[config.mk]
export PLATFORM = sky130hd
export DESIGN_NAME = vector_mac
export DESIGN_NICKNAME = d
export VERILOG_FILES = /design/src/rtl/vector_mac_pkg.sv /design/src/rtl/vector_mac_dot_tree.sv /design/src/rtl/vector_mac.sv
export SDC_FILE = /design/constraint.sdc
export NUM_CORES = 2
export LEC_CHECK = 0
export CORE_MARGIN = 2
export CORE_UTILIZATION = 35
export CTS_BUF_LIST = sky130_fd_sc_hd__clkbuf_8
export DETAILED_ROUTE_END_ITERATION = 10
export GPL_TIMING_DRIVEN = 0
export MAX_ROUTING_LAYER = met4
export PLACE_DENSITY_LB_ADDON = 0.3
export REMOVE_ABC_BUFFERS = 1
export SYNTH_ARGS = -nofsm -noshare
export SYNTH_HDL_FRONTEND = slang
export SYNTH_SLANG_ARGS = --single-unit
[constraint.sdc]
create_clock -name clk -period 6.1 [get_ports clk]
set_input_delay 0.61 -clock clk [delete_from_list [all_inputs] [get_ports clk]]
set_output_delay 0.61 -clock clk [all_outputs]
set_load 0.01 [all_outputs]
[src/rtl/vector_mac_pkg.sv]
// Shared defaults and FSM encoding for the vector multiply-accumulate block.
package vector_mac_pkg;

    localparam int unsigned DefDataWidth = 8;
    localparam int unsigned DefMaxWidth  = 9;
    localparam int unsigned DefAccWidth  = 32;
    localparam int unsigned CountWidth   = 8;

    typedef enum logic [1:0] {
        StIdle  = 2'd0,
        StAccum = 2'd1,
        StDrain = 2'd2,
        StDone  = 2'd3
    } mac_state_e;

endpackage

[src/rtl/vector_mac_dot_tree.sv]
// Two-stage dot product: registered element products, then registered sign-extended sum.
module dot_tree
    import vector_mac_pkg::*;
#(
    parameter int unsigned DataWidth = DefDataWidth,
    parameter int unsigned MaxWidth  = DefMaxWidth,
    parameter int unsigned AccWidth  = DefAccWidth
) (
    input  logic                          clk_i,
    input  logic                          rst_i,
    input  logic                          valid_i,
    input  logic [MaxWidth*DataWidth-1:0] vec_i,
    input  logic [MaxWidth*DataWidth-1:0] weights_i,
    output logic                          prod_valid_o,
    output logic                          sum_valid_o,
    output logic [AccWidth-1:0]           sum_o
);

    localparam int unsigned ProdWidth = 2 * DataWidth;

    logic signed [ProdWidth-1:0] prod_d [MaxWidth];
    logic signed [ProdWidth-1:0] prod_q [MaxWidth];
    logic        [DataWidth-1:0] elem_a, elem_b;
    logic signed [ProdWidth-1:0] ext_a, ext_b;
    logic        [AccWidth-1:0]  sum_d, sum_q;
    logic                        prod_valid_q, sum_valid_q;

    // Operands are widened first so the product is computed at full 2*DataWidth precision.
    always_comb begin
        elem_a = '0;
        elem_b = '0;
        ext_a  = '0;
        ext_b  = '0;
        for (int i = 0; i < int'(MaxWidth); i++) begin
            elem_a    = vec_i[i*DataWidth +: DataWidth];
            elem_b    = weights_i[i*DataWidth +: DataWidth];
            ext_a     = {{DataWidth{elem_a[DataWidth-1]}}, elem_a};
            ext_b     = {{DataWidth{elem_b[DataWidth-1]}}, elem_b};
            prod_d[i] = ext_a * ext_b;
        end
    end

    always_comb begin
        sum_d = '0;
        for (int i = 0; i < int'(MaxWidth); i++) begin
            sum_d = sum_d + {{(AccWidth-ProdWidth){prod_q[i][ProdWidth-1]}}, prod_q[i]};
        end
    end

    always_ff @(posedge clk_i) begin
        if (rst_i) begin
            prod_valid_q <= 1'b0;
            sum_valid_q  <= 1'b0;
        end else begin
            prod_valid_q <= valid_i;
            sum_valid_q  <= prod_valid_q;
        end
    end

    always_ff @(posedge clk_i) begin
        if (valid_i) begin
            prod_q <= prod_d;
        end
        if (prod_valid_q) begin
            sum_q <= sum_d;
        end
    end

    assign prod_valid_o = prod_valid_q;
    assign sum_valid_o  = sum_valid_q;
    assign sum_o        = sum_q;

endmodule

[src/rtl/vector_mac.sv]
// Job-level control for the vector MAC: weight register, vector count, FSM and accumulator.
module vector_mac
    import vector_mac_pkg::*;
#(
    parameter int unsigned DataWidth = DefDataWidth,
    parameter int unsigned MaxWidth  = DefMaxWidth,
    parameter int unsigned AccWidth  = DefAccWidth
) (
    input  logic                          clk,
    input  logic                          rst,
    input  logic                          weightLoad,
    input  logic [MaxWidth*DataWidth-1:0] weightIn,
    input  logic                          start,
    input  logic [CountWidth-1:0]         numVecs,
    input  logic                          vecValid,
    input  logic [MaxWidth*DataWidth-1:0] vecIn,
    output logic                          busy,
    output logic                          resultValid,
    output logic [AccWidth-1:0]           result
);

    localparam int unsigned VecWidth = MaxWidth * DataWidth;

    mac_state_e            state_q;
    logic [CountWidth-1:0] count_q;
    logic [VecWidth-1:0]   weights_q;
    logic [VecWidth-1:0]   vec_q;
    logic                  vec_valid_q;
    logic [AccWidth-1:0]   acc_q, acc_d;
    logic                  busy_q, result_valid_q;
    logic                  prod_valid, sum_valid;
    logic [AccWidth-1:0]   sum;
    logic                  accept;
    logic                  drain_done;

    assign accept = (state_q == StAccum) && vecValid;
    assign acc_d  = acc_q + sum;

    // No new vectors enter while draining, so the final sum is the one with nothing behind it.
    assign drain_done = sum_valid && !prod_valid && !vec_valid_q;

    dot_tree #(
        .DataWidth(DataWidth),
        .MaxWidth (MaxWidth),
        .AccWidth (AccWidth)
    ) u_dot_tree (
        .clk_i       (clk),
        .rst_i       (rst),
        .valid_i     (vec_valid_q),
        .vec_i       (vec_q),
        .weights_i   (weights_q),
        .prod_valid_o(prod_valid),
        .sum_valid_o (sum_valid),
        .sum_o       (sum)
    );

    always_ff @(posedge clk) begin
        if (accept) begin
            vec_q <= vecIn;
        end
    end

    always_ff @(posedge clk) begin
        if (rst) begin
            state_q        <= StIdle;
            count_q        <= '0;
            weights_q      <= '0;
            vec_valid_q    <= 1'b0;
            acc_q          <= '0;
            busy_q         <= 1'b0;
            result_valid_q <= 1'b0;
        end else begin
            vec_valid_q    <= 1'b0;
            result_valid_q <= 1'b0;
            if (sum_valid) begin
                acc_q <= acc_d;
            end
            unique case (state_q)
                StIdle: begin
                    if (weightLoad) begin
                        weights_q <= weightIn;
                    end
                    if (start) begin
                        acc_q <= '0;
                        if (numVecs == '0) begin
                            state_q        <= StDone;
                            result_valid_q <= 1'b1;
                        end else begin
                            count_q <= numVecs;
                            state_q <= StAccum;
                            busy_q  <= 1'b1;
                        end
                    end
                end
                StAccum: begin
                    if (vecValid) begin
                        vec_valid_q <= 1'b1;
                        count_q     <= count_q - CountWidth'(1);
                        if (count_q == CountWidth'(1)) begin
                            state_q <= StDrain;
                        end
                    end
                end
                StDrain: begin
                    if (drain_done) begin
                        state_q        <= StDone;
                        busy_q         <= 1'b0;
                        result_valid_q <= 1'b1;
                    end
                end
                StDone: begin
                    state_q <= StIdle;
                end
                default: begin
                    state_q <= StIdle;
                end
            endcase
        end
    end

    assign busy        = busy_q;
    assign resultValid = result_valid_q;
    assign result      = acc_q;

endmodule

==> qor.yml <==
logic_synthesis:
  post_synth_instance_area_um2: 39000
  register_area_share_after_synthesis: 0.252
  synth_area_leaders: "sky130_fd_sc_hd__fa_1, sky130_fd_sc_hd__edfxtp_1, sky130_fd_sc_hd__ha_1"
  synthesis.yosys.warnings: 0
  share_of_synthesized_registers_carrying_an_async_set_or_reset: 0
  synth.distinct_cells: 66
  share_of_yosys_cell_area_claimed_by_the_top_area_cell_type: 0.308
  postSynth.topFlopCell: "sky130_fd_sc_hd__edfxtp_1"
  ys_seq_elements: 367
  netlist_instances: 3859
  synth_enable_flop_cells: 248
  syn_avg_cell_area_um2: 10.1
  synth.largest_area_cell: "sky130_fd_sc_hd__fa_1"
worst_setup_path:
  crit_required_ns: 6.60
  worst_setup_path_end_kind: "register"
  crit_path_start_kind: "register"
  timing.rr.start: "u_dot_tree.prod_q[113]"
  r2r_end: "u_dot_tree.sum_o[23]"
  cp_data_arrival_time_ns: 6.74
  crit_type: "reg -> reg"
  reg2regPathDepth: 23
  reg2reg_slack_ns: -0.14
  critical_path_peak_fanout: 6
job:
  timing.max_cap.violations: 0
cts:
  cts.clk_slew.worst_paths_ns: 0.06
  root_buffer: "sky130_fd_sc_hd__clkbuf_8"
  cts-htree-levels: 3
  clock_buffers_created_by_tritoncts: 80
  cts_sinks: 367
  cts_buffer_depth: 3
  cts_hold_buf: 0
  worst_skew_pair.late_latency_ns: 0.72
  tritoncts: "yes"
floorplan:
  floorplan.die_area_um2: 114000
  fp-row-count: 122
  initial_core_util: 0.352
  boundaryPins: 191
  placeableCoreArea_um2: 111000
  die_h_um: 338
  die_w_um: 338
route:
  detail_route.iter0.violations: 1088
  drt_wl_total_um: 87100
  first_pass_iters: 5
  remaining_drc_errors: 0
  final_antenna_net_count: 0
  via_count: 25634
  drt-wirelength-per-cell_um: 15.4
  drt-vias-per-instance: 4.55
  routed-wl-met2_um: 41500
  highest-signal-layer: "met4"
  route.met3.wl_um: 3400
  m1WireLength_um: 39800
min_path:
  min-delay-start: "rst"
  timing.hold.worst_path_depth: 2
  timing.hold.worst.class: "in -> reg"
  hold_crit_endpoint: "weights_q[28]"
global_route:
  groute.usage.overall: 0.165
  grt_antenna_before_repair: 2
  grt_max_degree: 67
  grt_pass1_vias: 27231
  grt_pass1_wl_um: 144000
  gr-total-overflow: 0
status:
  outcome: "complete, but fails checks"
  violated_checks: "negative setup slack"
timing:
  post_layout_minimum_cycle_time_ns: 6.24
  finClkSkew_ns: 0.0413
  timing.final.hold_violations: 0
  fin_ws_ns: -0.135
  slew_viol_final: 0
  grt_setup_unrepaired: "true"
  hold_slack_ns: 0.430
  worst_pin_slew_ns: 1.18
  max_freq_mhz: 160
  finalSetupViolations: 10
  period_share: 1.02
  timing.max_slew.rel_slack: 0.214
power_and_ir_drop:
  power_leakage_nw: 19.5
  power.density_cell_area_nw_per_um2: 534
  worst_vdd_drop_mv: 1.15
  post-layout-total-power_mw: 24.0
placed_design:
  detailedPlacementHpwl_um: 70900
  io_buffers: 190
  placement.cell_area_um2: 42700
  placer_s_final_routability_congestion_estimate: 0.824
finish:
  layout.nets: 5176
  area_growth_syn_to_layout_pct: 15.2
  num-fill-cells: 10866
  layout-drive-gt1-share: 0.0487
  postLayoutCellArea_um2: 44900
==> placed cells by master (no fill, tap or decap), types with 12 or more instances in the layout <==
cell type	n
sky130_fd_sc_hd__a211oi_1	16
sky130_fd_sc_hd__a21boi_0	19
sky130_fd_sc_hd__a21o_1	31
sky130_fd_sc_hd__a21oi_1	169
sky130_fd_sc_hd__and2_1	338
sky130_fd_sc_hd__buf_4	14
sky130_fd_sc_hd__bufinv_16	12
sky130_fd_sc_hd__clkbuf_8	89
sky130_fd_sc_hd__clkdlybuf4s50_1	189
sky130_fd_sc_hd__clkinv_1	12
sky130_fd_sc_hd__dfxtp_1	116
sky130_fd_sc_hd__edfxtp_1	248
sky130_fd_sc_hd__fa_1	598
sky130_fd_sc_hd__ha_1	327
sky130_fd_sc_hd__inv_1	833
sky130_fd_sc_hd__mux2i_1	16
sky130_fd_sc_hd__nand2_1	370
sky130_fd_sc_hd__nand2b_1	79
sky130_fd_sc_hd__nand3_1	15
sky130_fd_sc_hd__nor2_1	138
sky130_fd_sc_hd__nor2b_1	33
sky130_fd_sc_hd__nor3_1	26
sky130_fd_sc_hd__o21a_1	18
sky130_fd_sc_hd__o21ai_0	83
sky130_fd_sc_hd__xnor2_1	158
sky130_fd_sc_hd__xor2_1	22
==> through the flow <==
stage	setup TNS (ns)	utilization	setup slack, ns	cells
floorplan	0	-	0.185	3792
global placement	-6.91	0.384	-0.672	5470
detailed placement	-6.60	0.386	-0.692	5476
CTS	-1.02	0.405	-0.169	5634
global route	-4.48	0.406	-0.417	5639
finish	-0.709	0.406	-0.135	5639
==> power by group <==
group | leakage, nW | switching [mW] | internal [mW]
registers | 3.25 | 0.502 | 4.02
logic | 15.2 | 8.70 | 7.67
clock network | 0.970 | 1.25 | 1.85
total | 19.5 | 10.4 | 13.5
==> cell usage after synthesis (3+ instances only) <==
master	count
sky130_fd_sc_hd__a211oi_1	17
sky130_fd_sc_hd__a21boi_0	20
sky130_fd_sc_hd__a21o_1	31
sky130_fd_sc_hd__a21oi_1	174
sky130_fd_sc_hd__a21oi_2	4
sky130_fd_sc_hd__a22oi_1	3
sky130_fd_sc_hd__a31oi_1	8
sky130_fd_sc_hd__and2_1	340
sky130_fd_sc_hd__and3_1	8
sky130_fd_sc_hd__and4_1	3
sky130_fd_sc_hd__clkbuf_1	65
sky130_fd_sc_hd__dfxtp_1	119
sky130_fd_sc_hd__edfxtp_1	248
sky130_fd_sc_hd__fa_1	601
sky130_fd_sc_hd__ha_1	335
sky130_fd_sc_hd__inv_1	816
sky130_fd_sc_hd__mux2i_1	16
sky130_fd_sc_hd__nand2_1	372
sky130_fd_sc_hd__nand2b_1	80
sky130_fd_sc_hd__nand3_1	15
sky130_fd_sc_hd__nand4_1	9
sky130_fd_sc_hd__nor2_1	139
sky130_fd_sc_hd__nor2b_1	35
sky130_fd_sc_hd__nor3_1	26
sky130_fd_sc_hd__nor4_1	3
sky130_fd_sc_hd__o2111ai_1	3
sky130_fd_sc_hd__o211ai_1	3
sky130_fd_sc_hd__o21a_1	18
sky130_fd_sc_hd__o21ai_0	86
sky130_fd_sc_hd__o21ai_1	7
sky130_fd_sc_hd__o21bai_1	5
sky130_fd_sc_hd__o22ai_1	4
sky130_fd_sc_hd__o31ai_1	7
sky130_fd_sc_hd__o41a_1	6
sky130_fd_sc_hd__o41ai_1	3
sky130_fd_sc_hd__or2_2	5
sky130_fd_sc_hd__or3_1	4
sky130_fd_sc_hd__xnor2_1	164
sky130_fd_sc_hd__xor2_1	23
==> routing by layer <==
| metal | track usage | vias up |
|---|---|---|
| li1 | - | 12503 |
| met1 | 0.214 | 12635 |
| met2 | 0.268 | 377 |
| met3 | 0.0258 | 119 |
| met4 | 0.0459 | 0 |
| met5 | - | - |
==> flip-flops by register name (all words and copies together) (netlist names) <==
register                 flops
u_dot_tree.prod_q          144
vec_q                       72
weights_q                   72
result                      32
u_dot_tree.sum_o            32
count_q                      8
state_q                      2
busy                         1
resultValid                  1
u_dot_tree.prod_valid_o      1
u_dot_tree.sum_valid_o       1
vec_valid_q                  1
==> area by class of cell <==
cell class | count | area (µm²) | area share
Antenna cell | 2 | 5.00 | 0.000111
Clock buffer | 89 | 1220 | 0.0273
Clock inverter | 59 | 574 | 0.0128
Inverter | 817 | 3070 | 0.0683
Multi-Input combinational cell | 2608 | 26200 | 0.583
Sequential cell | 367 | 9840 | 0.219
Tap cell | 1488 | 1860 | 0.0414
Timing Repair Buffer | 209 | 2160 | 0.0481
==> critical path, cell delays in order (launching register included) <==
cell	delay [ns]
sky130_fd_sc_hd__edfxtp_1	0.40
sky130_fd_sc_hd__ha_1	0.31
sky130_fd_sc_hd__a21o_1	0.18
sky130_fd_sc_hd__a21o_1	0.18
sky130_fd_sc_hd__and2_4	0.17
sky130_fd_sc_hd__nor3_4	0.17
sky130_fd_sc_hd__o31ai_4	0.11
sky130_fd_sc_hd__o41a_1	0.38
sky130_fd_sc_hd__a211oi_2	0.24
sky130_fd_sc_hd__o21bai_1	0.12
sky130_fd_sc_hd__a21oi_2	0.18
sky130_fd_sc_hd__xnor2_2	0.16
sky130_fd_sc_hd__fa_2	0.60
sky130_fd_sc_hd__inv_2	0.04
sky130_fd_sc_hd__fa_2	0.36
sky130_fd_sc_hd__fa_1	0.53
sky130_fd_sc_hd__inv_1	0.05
sky130_fd_sc_hd__fa_1	0.54
sky130_fd_sc_hd__ha_4	0.22
sky130_fd_sc_hd__a21o_1	0.20
sky130_fd_sc_hd__a221o_1	0.33
sky130_fd_sc_hd__a21oi_2	0.22
sky130_fd_sc_hd__nor2b_4	0.11
sky130_fd_sc_hd__o31ai_4	0.25
==> worst max-delay path by stage <==
stage	from	end	slack (ns)	cells after the start
floorplan	u_dot_tree.prod_q[113]	u_dot_tree.sum_o[20]	0.19	22
global placement	u_dot_tree.prod_q[112]	u_dot_tree.sum_o[31]	-0.67	27
detailed placement	u_dot_tree.prod_q[112]	u_dot_tree.sum_o[23]	-0.69	27
CTS	u_dot_tree.prod_q[113]	u_dot_tree.sum_o[23]	-0.17	23
global route	u_dot_tree.prod_q[113]	u_dot_tree.sum_o[21]	-0.42	23
finish	u_dot_tree.prod_q[113]	u_dot_tree.sum_o[23]	-0.14	23
==> cell families after synthesis <==
kind of cell	Yosys count	synth area share
and+or+nand+nor	1045	0.134
adders and majority gates	936	0.416
buffers and inverters	884	0.0851
AOI/OAI and AO/OA	424	0.0669
DFF	367	0.252
xor gates and xnor gates	187	0.0420
muxes	16	0.00411
==> repair_timing <==
action                     4_1_cts  5_1_grt
gates resized for setup         45       13
pin swaps                       23       11
setup endpoints to repair       16       15
setup buffers                   10        3
Power figures use the tool's default switching activity.
